**config.mk**
```make
export PLATFORM = sky130hd
export DESIGN_NAME = axis_burst_sched
export DESIGN_NICKNAME = d
export VERILOG_FILES = /design/src/rtl/axis_burst_sched.sv
export SDC_FILE = /design/constraint.sdc
export NUM_CORES = 1
export LEC_CHECK = 0
export CAP_MARGIN = 20
export CORE_ASPECT_RATIO = 1.25
export CORE_MARGIN = 4
export CORE_UTILIZATION = 45
export DETAILED_ROUTE_END_ITERATION = 10
export PLACE_DENSITY = 0.74
export SLEW_MARGIN = 10
export SYNTH_ARGS = -nofsm -noshare
export SYNTH_HDL_FRONTEND = slang
export SYNTH_SLANG_ARGS = --single-unit
```
**constraint.sdc**
```tcl
create_clock -name aclk -period 5 [get_ports aclk]
set_clock_uncertainty 0.2 [all_clocks]
set_input_delay 1 -clock aclk [delete_from_list [all_inputs] [get_ports aclk]]
set_output_delay 1 -clock aclk [all_outputs]
set_load 0.02 [all_outputs]
```
**src/rtl/axis_burst_sched.sv**
```systemverilog
// axis_burst_sched: gates a free-running AXI-Stream source into fixed-length
// packets, generates tlast, inserts idle gaps between packets and ends the run
// after a packet count or on a stop request. Data and keep pass straight through.
module axis_burst_sched #(
  parameter int DATA_WIDTH = 32,
  parameter int LEN_WIDTH  = 16,
  parameter int CNT_WIDTH  = 32,
  parameter int GAP_WIDTH  = 8
) (
  input  logic                    aclk,
  input  logic                    areset,
  input  logic                    cfg_start,
  input  logic                    cfg_stop,
  input  logic [LEN_WIDTH-1:0]    cfg_pkt_len,
  input  logic [CNT_WIDTH-1:0]    cfg_pkt_num,
  input  logic [GAP_WIDTH-1:0]    cfg_gap,
  input  logic                    s_axis_tvalid,
  output logic                    s_axis_tready,
  input  logic [DATA_WIDTH-1:0]   s_axis_tdata,
  input  logic [DATA_WIDTH/8-1:0] s_axis_tkeep,
  output logic                    m_axis_tvalid,
  input  logic                    m_axis_tready,
  output logic [DATA_WIDTH-1:0]   m_axis_tdata,
  output logic [DATA_WIDTH/8-1:0] m_axis_tkeep,
  output logic                    m_axis_tlast,
  output logic                    busy,
  output logic                    done,
  output logic [CNT_WIDTH-1:0]    pkt_count
);

  localparam logic [LEN_WIDTH-1:0] LEN_ONE = LEN_WIDTH'(1);
  localparam logic [CNT_WIDTH-1:0] CNT_ONE = CNT_WIDTH'(1);
  localparam logic [GAP_WIDTH-1:0] GAP_ONE = GAP_WIDTH'(1);

  typedef enum logic [1:0] {
    ST_IDLE = 2'd0,
    ST_SEND = 2'd1,
    ST_GAP  = 2'd2
  } state_t;

  state_t                 state_reg;
  state_t                 state_next;
  logic [LEN_WIDTH-1:0]   beat_reg;
  logic [LEN_WIDTH-1:0]   len_reg;
  logic [CNT_WIDTH-1:0]   num_reg;
  logic [GAP_WIDTH-1:0]   gap_reg;
  logic [GAP_WIDTH-1:0]   gap_cnt_reg;
  logic [CNT_WIDTH-1:0]   pkt_count_reg;
  logic                   stop_pend_reg;
  logic                   done_reg;

  logic                   in_send;
  logic                   beat_hs;
  logic                   last_beat;
  logic                   pkt_end;
  logic                   final_pkt;
  logic [CNT_WIDTH-1:0]   pkt_count_inc;

  // Byte-lane pass-through of data and keep; no registers on the data path.
  genvar gi;
  generate
    for (gi = 0; gi < DATA_WIDTH/8; gi++) begin : g_lane
      assign m_axis_tdata[gi*8 +: 8] = s_axis_tdata[gi*8 +: 8];
      assign m_axis_tkeep[gi]        = s_axis_tkeep[gi];
    end
  endgenerate

  assign in_send       = (state_reg == ST_SEND);
  assign beat_hs       = in_send & s_axis_tvalid & m_axis_tready;
  assign last_beat     = (beat_reg == (len_reg - LEN_ONE));
  assign pkt_end       = beat_hs & last_beat;
  assign pkt_count_inc = pkt_count_reg + CNT_ONE;
  // The stop request that arrives on the closing beat itself still ends the run.
  assign final_pkt     = ((num_reg != '0) & (pkt_count_inc == num_reg)) |
                         stop_pend_reg | cfg_stop;

  // State register.
  always_ff @(posedge aclk) begin
    if (areset) begin
      state_reg <= ST_IDLE;
    end else begin
      state_reg <= state_next;
    end
  end

  // Next-state decision: start, packet end, gap expiry and stop.
  always_comb begin
    state_next = state_reg;
    case (state_reg)
      ST_IDLE: begin
        if (cfg_start) begin
          state_next = ST_SEND;
        end
      end
      ST_SEND: begin
        if (pkt_end) begin
          if (final_pkt) begin
            state_next = ST_IDLE;
          end else if (gap_reg == '0) begin
            state_next = ST_SEND;
          end else begin
            state_next = ST_GAP;
          end
        end
      end
      ST_GAP: begin
        if (cfg_stop) begin
          state_next = ST_IDLE;
        end else if (gap_cnt_reg <= GAP_ONE) begin
          state_next = ST_SEND;
        end
      end
      default: state_next = ST_IDLE;
    endcase
  end

  // Handshake gating and status outputs derived from the current state.
  always_comb begin
    m_axis_tvalid = s_axis_tvalid & in_send;
    s_axis_tready = m_axis_tready & in_send;
    m_axis_tlast  = in_send & last_beat;
    busy          = (state_reg != ST_IDLE);
    done          = done_reg;
    pkt_count     = pkt_count_reg;
  end

  // Configuration latch, beat/gap counters, packet counter and done pulse.
  always_ff @(posedge aclk) begin
    if (areset) begin
      beat_reg      <= '0;
      len_reg       <= '0;
      num_reg       <= '0;
      gap_reg       <= '0;
      gap_cnt_reg   <= '0;
      pkt_count_reg <= '0;
      stop_pend_reg <= 1'b0;
      done_reg      <= 1'b0;
    end else begin
      done_reg <= (state_reg != ST_IDLE) && (state_next == ST_IDLE);
      case (state_reg)
        ST_IDLE: begin
          if (cfg_start) begin
            len_reg       <= (cfg_pkt_len == '0) ? LEN_ONE : cfg_pkt_len;
            num_reg       <= cfg_pkt_num;
            gap_reg       <= cfg_gap;
            pkt_count_reg <= '0;
            beat_reg      <= '0;
            stop_pend_reg <= 1'b0;
          end
        end
        ST_SEND: begin
          if (beat_hs) begin
            if (last_beat) begin
              beat_reg    <= '0;
              gap_cnt_reg <= gap_reg;
              // Unlimited runs hold at all-ones rather than wrapping.
              if (pkt_count_reg != '1) begin
                pkt_count_reg <= pkt_count_inc;
              end
            end else begin
              beat_reg <= beat_reg + LEN_ONE;
            end
          end
          if (cfg_stop && !pkt_end) begin
            stop_pend_reg <= 1'b1;
          end
        end
        ST_GAP: begin
          if (gap_cnt_reg != '0) begin
            gap_cnt_reg <= gap_cnt_reg - GAP_ONE;
          end
        end
        default: begin
          beat_reg <= '0;
        end
      endcase
    end
  end

endmodule

```
# After elaboration in Yosys (flattened, before gate mapping)
# Index checks and enable logic that the tools add are counted.
[word_totals]
regBits = 116
in_bits = 98
word_cells = 75
[op_classes]
n_reduce_logical = 17
mux = 24
n_bitwise = 9
n_eq_ne = 11
n_addsub = 4
order_cmp = 1
[op_table]
columns = ["operator", "n"]
rows = [
  ["2-to-1 mux 32 bit", 4],
  ["2-to-1 mux 16 bit", 4],
  ["case mux 32 bit (2 select lines)", 1],
  ["case mux 16 bit (3 select lines)", 1],
  ["adder 32 x 1 -> 32 bit (second input constant)", 1],
  ["equality test 32 bit", 1],
  ["inequality test 32 bit (second input constant)", 1],
  ["nonzero test 32 bit", 1],
  ["2-to-1 mux 8 bit", 3],
  ["adder 16 x 1 -> 16 bit (second input constant)", 1],
  ["equality test 16 bit", 1],
  ["zero test 16 bit", 1],
  ["case mux 8 bit (2 select lines)", 1],
  ["subtractor 16 x 1 -> 16 bit (second input constant)", 1],
  ["2-to-1 mux 2 bit", 6],
  ["less-or-equal comparator 8 x 1 -> 1 bit (second input constant)", 1],
  ["zero test 8 bit", 1],
  ["inequality test 2 x 1 -> 1 bit (second input constant)", 4],
  ["nonzero test 8 bit", 1],
  ["subtractor 8 x 1 -> 8 bit (second input constant)", 1],
  ["AND 1 bit", 6],
  ["case mux 2 bit (3 select lines)", 1],
  ["AND reduction 3 bit", 2],
  ["nonzero test 2 bit", 3],
  ["13 further kinds", 18],
]

# Logic depth before layout (Yosys ltp)
# Gate-level depths: netlist of the first run.
[logic_depth]
ltp_word = 10
mapped_depth = 14
depth_no_buf = 11

# Worst setup path before layout of the first run
# OpenSTA, ideal clock, no wires.
[synth_path]
kind = "register to output"
start = "register len_reg[0]"
end = "output port m_axis_tlast"
arrival_ns = 2.158
setup_slack_ns = 1.642
n_path_buf = 0
stages_incl_launch_ff = 11
cell_sequence = "dfxtp_1 inv_1 ha_1 or3b_1 a2111oi_2 a21oi_1 a32oi_1 nand2_1 nor2_1 nand3_1 nor2_1"
[synth_via]
elab_chain_len = 3
[synth_lines]
columns = ["element", "line", "text"]
rows = [
  ["start: declaration", "44", "logic [LEN_WIDTH-1:0] len_reg;"],
  ["start signal: assignment", "143", "len_reg <= (cfg_pkt_len == '0) ? LEN_ONE : cfg_pkt_len;"],
  ["subtractor 16 x 1 -> 16 bit", "70", "assign last_beat = (beat_reg == (len_reg - LEN_ONE));"],
  ["equality test 16 bit", "70", ""],
  ["AND 1 bit", "121", "m_axis_tlast = in_send & last_beat;"],
  ["end: declaration", "25", "output logic m_axis_tlast,"],
]
# Every way passes these cells.

# Worst setup path after layout of the first run
# Same ends and word-level chain as after synthesis.

==> flow_summary.ini, run 1 <==
[cells_and_area]
n_fill_cell = 1495
syn_to_final_growth_pct = 19.4
drive_gt1_frac = 0.0561
postLayoutCellArea_um2 = 8460
final_common_cell = nand2_1
final_cell_mix = nand2_1 (153), a21oi_1 (117), dfxtp_1 (116)
diodes = 0
fin_nets = 1088
post-route-util = 0.545

[setup_path]
required_ns = 3.80
cp.arrival_ns = 3.28
worstPathMaxFanout = 6
crit_path_end = m_axis_tlast
r2r_start = len_reg[0]$_SDFFE_PP0P_
cp-end-kind = output pin
setup.worst_path.class = register to output pin
r2r_setup_slack_ns = 1.27
r2r_end = gap_cnt_reg[5]$_SDFFE_PP0P_
crit_path_start = len_reg[0]$_SDFFE_PP0P_
start_kind = register
rr_worst_depth = 12

[pwr]
finalPower_w = 0.00246
peakVddDrop_uv = 306
p_leak_nw = 2.99
pwr_density_cell_nw_per_um2 = 291

[placed_design]
placed_cell_area_um2 = 7890
pre_cts_ws_ns = 0.966
hpwl_um = 14500
gp_congestion = 0.916
port-buffer-count = 98

[routing]
antenna_left = 0
viasPerCell = 5.82
wl_per_cell_um = 17.1
vias = 7042
drc_errors = 0
drt-initial-drc-count = 596
dr.pass1.iters = 5
routed_wl_um = 20700

[yosys]
ys_types = 67
synth-seq-cells = 116
synth-async-reset-ratio = 0
yosys_warnings = 0
syn-num-nets = 1059
synth_ff_type = dfxtp_1
synth_area_um2 = 7090
synth_edf_count = 0
synthCells = 956
syn_avg_cell_area_um2 = 7.41
yosysSeqAreaShare = 0.328

[timing]
setup_slack_ns = 0.522
final-max-slew-violation-count = 0
fin_crit_sh = 0.896
min_period_ns = 4.48
tightest_slew_ns = 1.10
fmax_mhz = 223
finalSetupViolCount = 0
final.setup.tns_ns = 0
hold_violations = 0
slew_headroom = 0.264
rsz0062_at_grt = false

[die]
die_w_um = 120
die_height_um = 148
fp-row-count = 51
coreArea_um2 = 15500
initial_core_util = 0.457
io_pins = 171
die_area_um2 = 17800

[clock_tree]
cts_resized = 0
clock_sinks = 116
postCtsSetupBuffers = 0
cts_htree_levels = 4
numCtsBuffers = 17
clk_path_buf_depth = 2
cts_tree = built
clkTransAtPathRegs_ns = 0.06
postCtsHoldBufs = 0
cts_root_buffer = clkbuf_16
clk_latency_ns = 0.42

[grt]
grt_usage = 0.228
antenna_found_initial = 0
grt_pass1_wl_um = 33000
grt_max_degree = 104
grt_pass1_vias = 6507
grt_overflow = 0

[hold_path]
hold_class = register to register

[job]
cap_violations = 0

[outcome]
status = finished clean
[synth_stat cells (all sizes together) (2+ instances only)]
master	n	share of area
o41ai	2	0.0025
o211ai	2	0.0021
nand3b	9	0.0095
nand2	154	0.082
a211oi	4	0.0042
nand3	26	0.018
or3b	2	0.0025
nor4	23	0.021
nor3	15	0.011
nor2	65	0.034
dfxtp	116	0.33
nor2b	6	0.0053
a32oi	7	0.0087
clkbuf	45	0.024
a41oi	9	0.011
or2	2	0.0018
or4	12	0.013
a2111oi	2	0.0034
o31ai	5	0.0053
inv	19	0.010
buf	54	0.051
or3	14	0.012
mux2i	4	0.0057
a221oi	3	0.0037
a22o	2	0.0025
ha	5	0.0088
o21bai	2	0.0021
nand2b	5	0.0044
and3	15	0.013
nor4b	2	0.0046
a31oi	12	0.011
nand4	32	0.028
xnor2	46	0.057
a21oi	117	0.083
a21o	2	0.0021
and2	14	0.012
o21ai	46	0.032
o22ai	4	0.0035
xor2	31	0.038
a311oi	2	0.0025
and4	5	0.0062
[metrics by stage]
stage / std cells / hold WS (ns)
after global placement: 1178 / 0.258
after CTS: 1210 / 0.271
after detailed placement: 1178 / 0.264
after global routing: 1210 / 0.294
after floorplan: 956 / 0.244
final: 1210 / 0.272
[routing by layer]
layer	vias to the layer above	share of wire	track usage
met5	-	0	0
met4	0	0.037	0.111
met3	62	0.067	0.0559
met2	256	0.49	0.381
met1	3307	0.41	0.274
li1	3417	-	-
[report_power, final]
part | internal, W | switching (W)
Sequential | 0.000953 | 0.0000364
Combinational | 0.000140 | 0.000167
Clock | 0.000719 | 0.000449
Total | 0.00181 | 0.000652
[kinds of logic (layout without fill, tap and decap cells)]
group	Yosys count	after routing	share of synthesized area
and+or+nand+nor	405	405	0.286
AOI/OAI and AO/OA	230	230	0.191
buffers and inverters	118	160	0.0849
DFF	116	116	0.328
xor gates and xnor gates	77	77	0.0952
adders and majority gates	5	5	0.00883
muxes	5	5	0.00724
[how the worst min path moves through the flow]
| stage | startpoint | to | depth (start not counted) |
|---|---|---|---|
| after floorplan | gap_reg[7]$_SDFFE_PP0P_ | gap_reg[7]$_SDFFE_PP0P_ | 2 |
| after global placement | gap_reg[7]$_SDFFE_PP0P_ | gap_reg[7]$_SDFFE_PP0P_ | 2 |
| after detailed placement | len_reg[15]$_SDFFE_PP0P_ | len_reg[15]$_SDFFE_PP0P_ | 2 |
| after CTS | len_reg[15]$_SDFFE_PP0P_ | len_reg[15]$_SDFFE_PP0P_ | 2 |
| after global routing | gap_reg[2]$_SDFFE_PP0P_ | gap_reg[2]$_SDFFE_PP0P_ | 2 |
| final | len_reg[15]$_SDFFE_PP0P_ | len_reg[15]$_SDFFE_PP0P_ | 2 |
[worst max-delay path, stage by stage (launching register included)]
cell and delay, ns:
dfxtp_1 0.34, inv_1 0.09, ha_1 0.20, or3b_1 0.46, nand2_1 0.11, a211oi_1 0.07
nor4_1 0.42, nor2b_1 0.19, nand3_1 0.09, buf_4 0.19, nor2_1 0.08, clkdlybuf4s50_1 0.61
[area by class of cell]
type,instances,area (µm²),share of cell area
clock buffers,20,467,0.0552
inverters,19,71.3,0.00843
clock inverters,12,105,0.0124
well taps,212,265,0.0314
multi-input cells,722,4170,0.493
flip-flops and latches,116,2320,0.275
repair buffers,109,1060,0.125
No activity file was read; power rests on OpenSTA's default activity.
==> run 2, diff against run 1 <==
CORE_MARGIN = default   (was 4)
DONT_BUFFER_PORTS = 1   (was default)
PLACE_DENSITY = default   (was 0.74)
==> flow_summary.ini, run 2 (synthesized netlist as in run 1, its figures left out) <==
[outcome]
status = finished clean

[routing]
routed_wl_um = 20000
dr.pass1.iters = 5
viasPerCell = 5.85
wl_per_cell_um = 18.1
vias = 6453
drc_errors = 0
drt-initial-drc-count = 499
antenna_left = 0

[setup_path]
crit_path_top_delay_cell = or3b_1
cp.buffers_inverters = 1
cpLargestDelayFamily = simple AND/OR/NAND/NOR gates
worstPathMaxFanout = 6
cp.arrival_ns = 3.12
required_ns = 3.80
start_kind = register
crit_path_max_incr_delay_ns = 0.45
setup.worst_path.class = register to output pin
timing.critical_path.mode_cell = nor2_1
crit_chain = inv_1 -> ha_1 -> or3b_1 -> a2111oi_2 -> a21oi_1 -> a32oi_1 -> nand2_1 -> nor2_1 -> nand3_1 -> nor2_1
cp-end-kind = output pin

[timing]
tightest_slew_ns = 0.924
hold_violations = 0
final-max-slew-violation-count = 0
final.setup.tns_ns = 0
slew_headroom = 0.378
fmax_mhz = 231
rsz0062_at_grt = false
fin_crit_sh = 0.864
finalSetupViolCount = 0
min_period_ns = 4.32

[clock_tree]
cts_resized = 0
cts_htree_levels = 4
clk_path_buf_depth = 2
postCtsHoldBufs = 0
clk_latency_ns = 0.43
clkTransAtPathRegs_ns = 0.06
numCtsBuffers = 17
cts_tree = built
clock_sinks = 116
postCtsSetupBuffers = 0
cts_root_buffer = clkbuf_16

[grt]
grt_pass1_vias = 5880
grt_usage = 0.253
grt_overflow = 0
antenna_found_initial = 0
grt_max_degree = 104
grt_pass1_wl_um = 31800

[cells_and_area]
fin_nets = 987
drive_gt1_frac = 0.0569
syn_to_final_growth_pct = 6.32
fin_cells = 1104
final_cell_mix = nand2_1 (153), a21oi_1 (117), dfxtp_1 (116)
diodes = 0
n_fill_cell = 1541
final_common_cell = nand2_1

[placed_design]
port-buffer-count = 0
gp_congestion = 0.932
dpl.cell_count = 1073
hpwl_um = 13800

[pwr]
internal_power_w = 0.00197
p_clk_frac = 0.524
power_frac_comb = 0.094
peakVddDrop_uv = 224
p_leak_nw = 2.66
p_sw_frac = 0.240
switchingPower_w = 0.000620
p_seq_frac = 0.382
pwr_density_cell_nw_per_um2 = 343

[die]
initial_core_util = 0.466
die_w_um = 114
coreArea_um2 = 15200
io_pins = 171
die_area_um2 = 16300
fp-row-count = 50
die_height_um = 142

[job]
cap_violations = 0

[hold_path]
hold_class = register to register
run 2: changes by cell type in the layout (fill, tap and decap cells not counted):
| cell | change |
|---|---|
| clkinvlp_4 | -4 |
| clkbuf_1 | +1 |
| clkdlybuf4s50_1 | -97 |
| clkinv_4 | -1 |
| o22ai_1 | -1 |
| inv_6 | -1 |
| o22ai_2 | +1 |
| buf_4 | -4 |
| bufinv_16 | +4 |
run 2: final cells by class:
cell class                 instances  area, µm²  area share
clock inverter                    10        178      0.0236
multi-input combinational        722       4170       0.554
sequential                       116       2320       0.308
inverter                          19       71.3     0.00947
clock buffer                      21        470      0.0624
tap                              208        260      0.0345
timing repair buffer               8       60.1     0.00797
run 2: worst register-to-register path, stage by stage, from the launching register on:
cell	delay [ns]
dfxtp_1	0.62
ha_1	0.39
and3_1	0.36
and4_1	0.44
a31o_2	0.23
a21oi_1	0.06
or4_1	0.54
nor4_1	0.36
a41oi_1	0.29
a21oi_1	0.24
nor3_1	0.06
run 2: worst paths after layout:
path                             start                        to  slack, ns  depth (start not counted)
max reg2reg  pkt_count[0]$_SDFFE_PP0P_   state_reg[0]$_SDFF_PP0_       1.10                         10
max            len_reg[0]$_SDFFE_PP0P_              m_axis_tlast       0.68                         10
min reg2reg   len_reg[15]$_SDFFE_PP0P_  len_reg[15]$_SDFFE_PP0P_       0.27                          2
min           len_reg[15]$_SDFFE_PP0P_  len_reg[15]$_SDFFE_PP0P_       0.27                          2
run 2: power groups by stage:
stage,Clock [W],Combinational [W],Sequential [W]
global placement,0,0.000241,0.00101
CTS,0.00137,0.000243,0.000988
floorplan,0,0.000244,0.000996
global route,0.00142,0.000270,0.000992
finish,0.00136,0.000243,0.000989
detailed placement,0,0.000241,0.00101
run 2: metal layers:
| layer | up-vias | part of all wire | GRT usage |
|---|---|---|---|
| met4 | 0 | 0.018 | 0.102 |
| met2 | 198 | 0.46 | 0.391 |
| met3 | 32 | 0.064 | 0.0681 |
| met1 | 3007 | 0.45 | 0.333 |
| li1 | 3216 | - | - |
| met5 | - | 0 | 0 |
run 2: stage by stage:
stage	utilization	worst slack, ns	hold WS (ns)	power [W]	instance area, µm²
after floorplan	-	1.64	0.244	0.00124	7090
after CTS	0.496	0.672	0.270	0.00260	7530
after global placement	0.453	1.19	0.253	0.00125	6890
after global routing	0.496	0.474	0.296	0.00269	7530
final	0.496	0.678	0.267	0.00259	7530
after detailed placement	0.453	1.15	0.263	0.00125	6890
==> run 3, diff against run 2 <==
CTS_CLUSTER_SIZE = 8   (was default)
==> results of run 3 <==
Same layout as run 2: the final DEF is identical, and so are final timing and power.
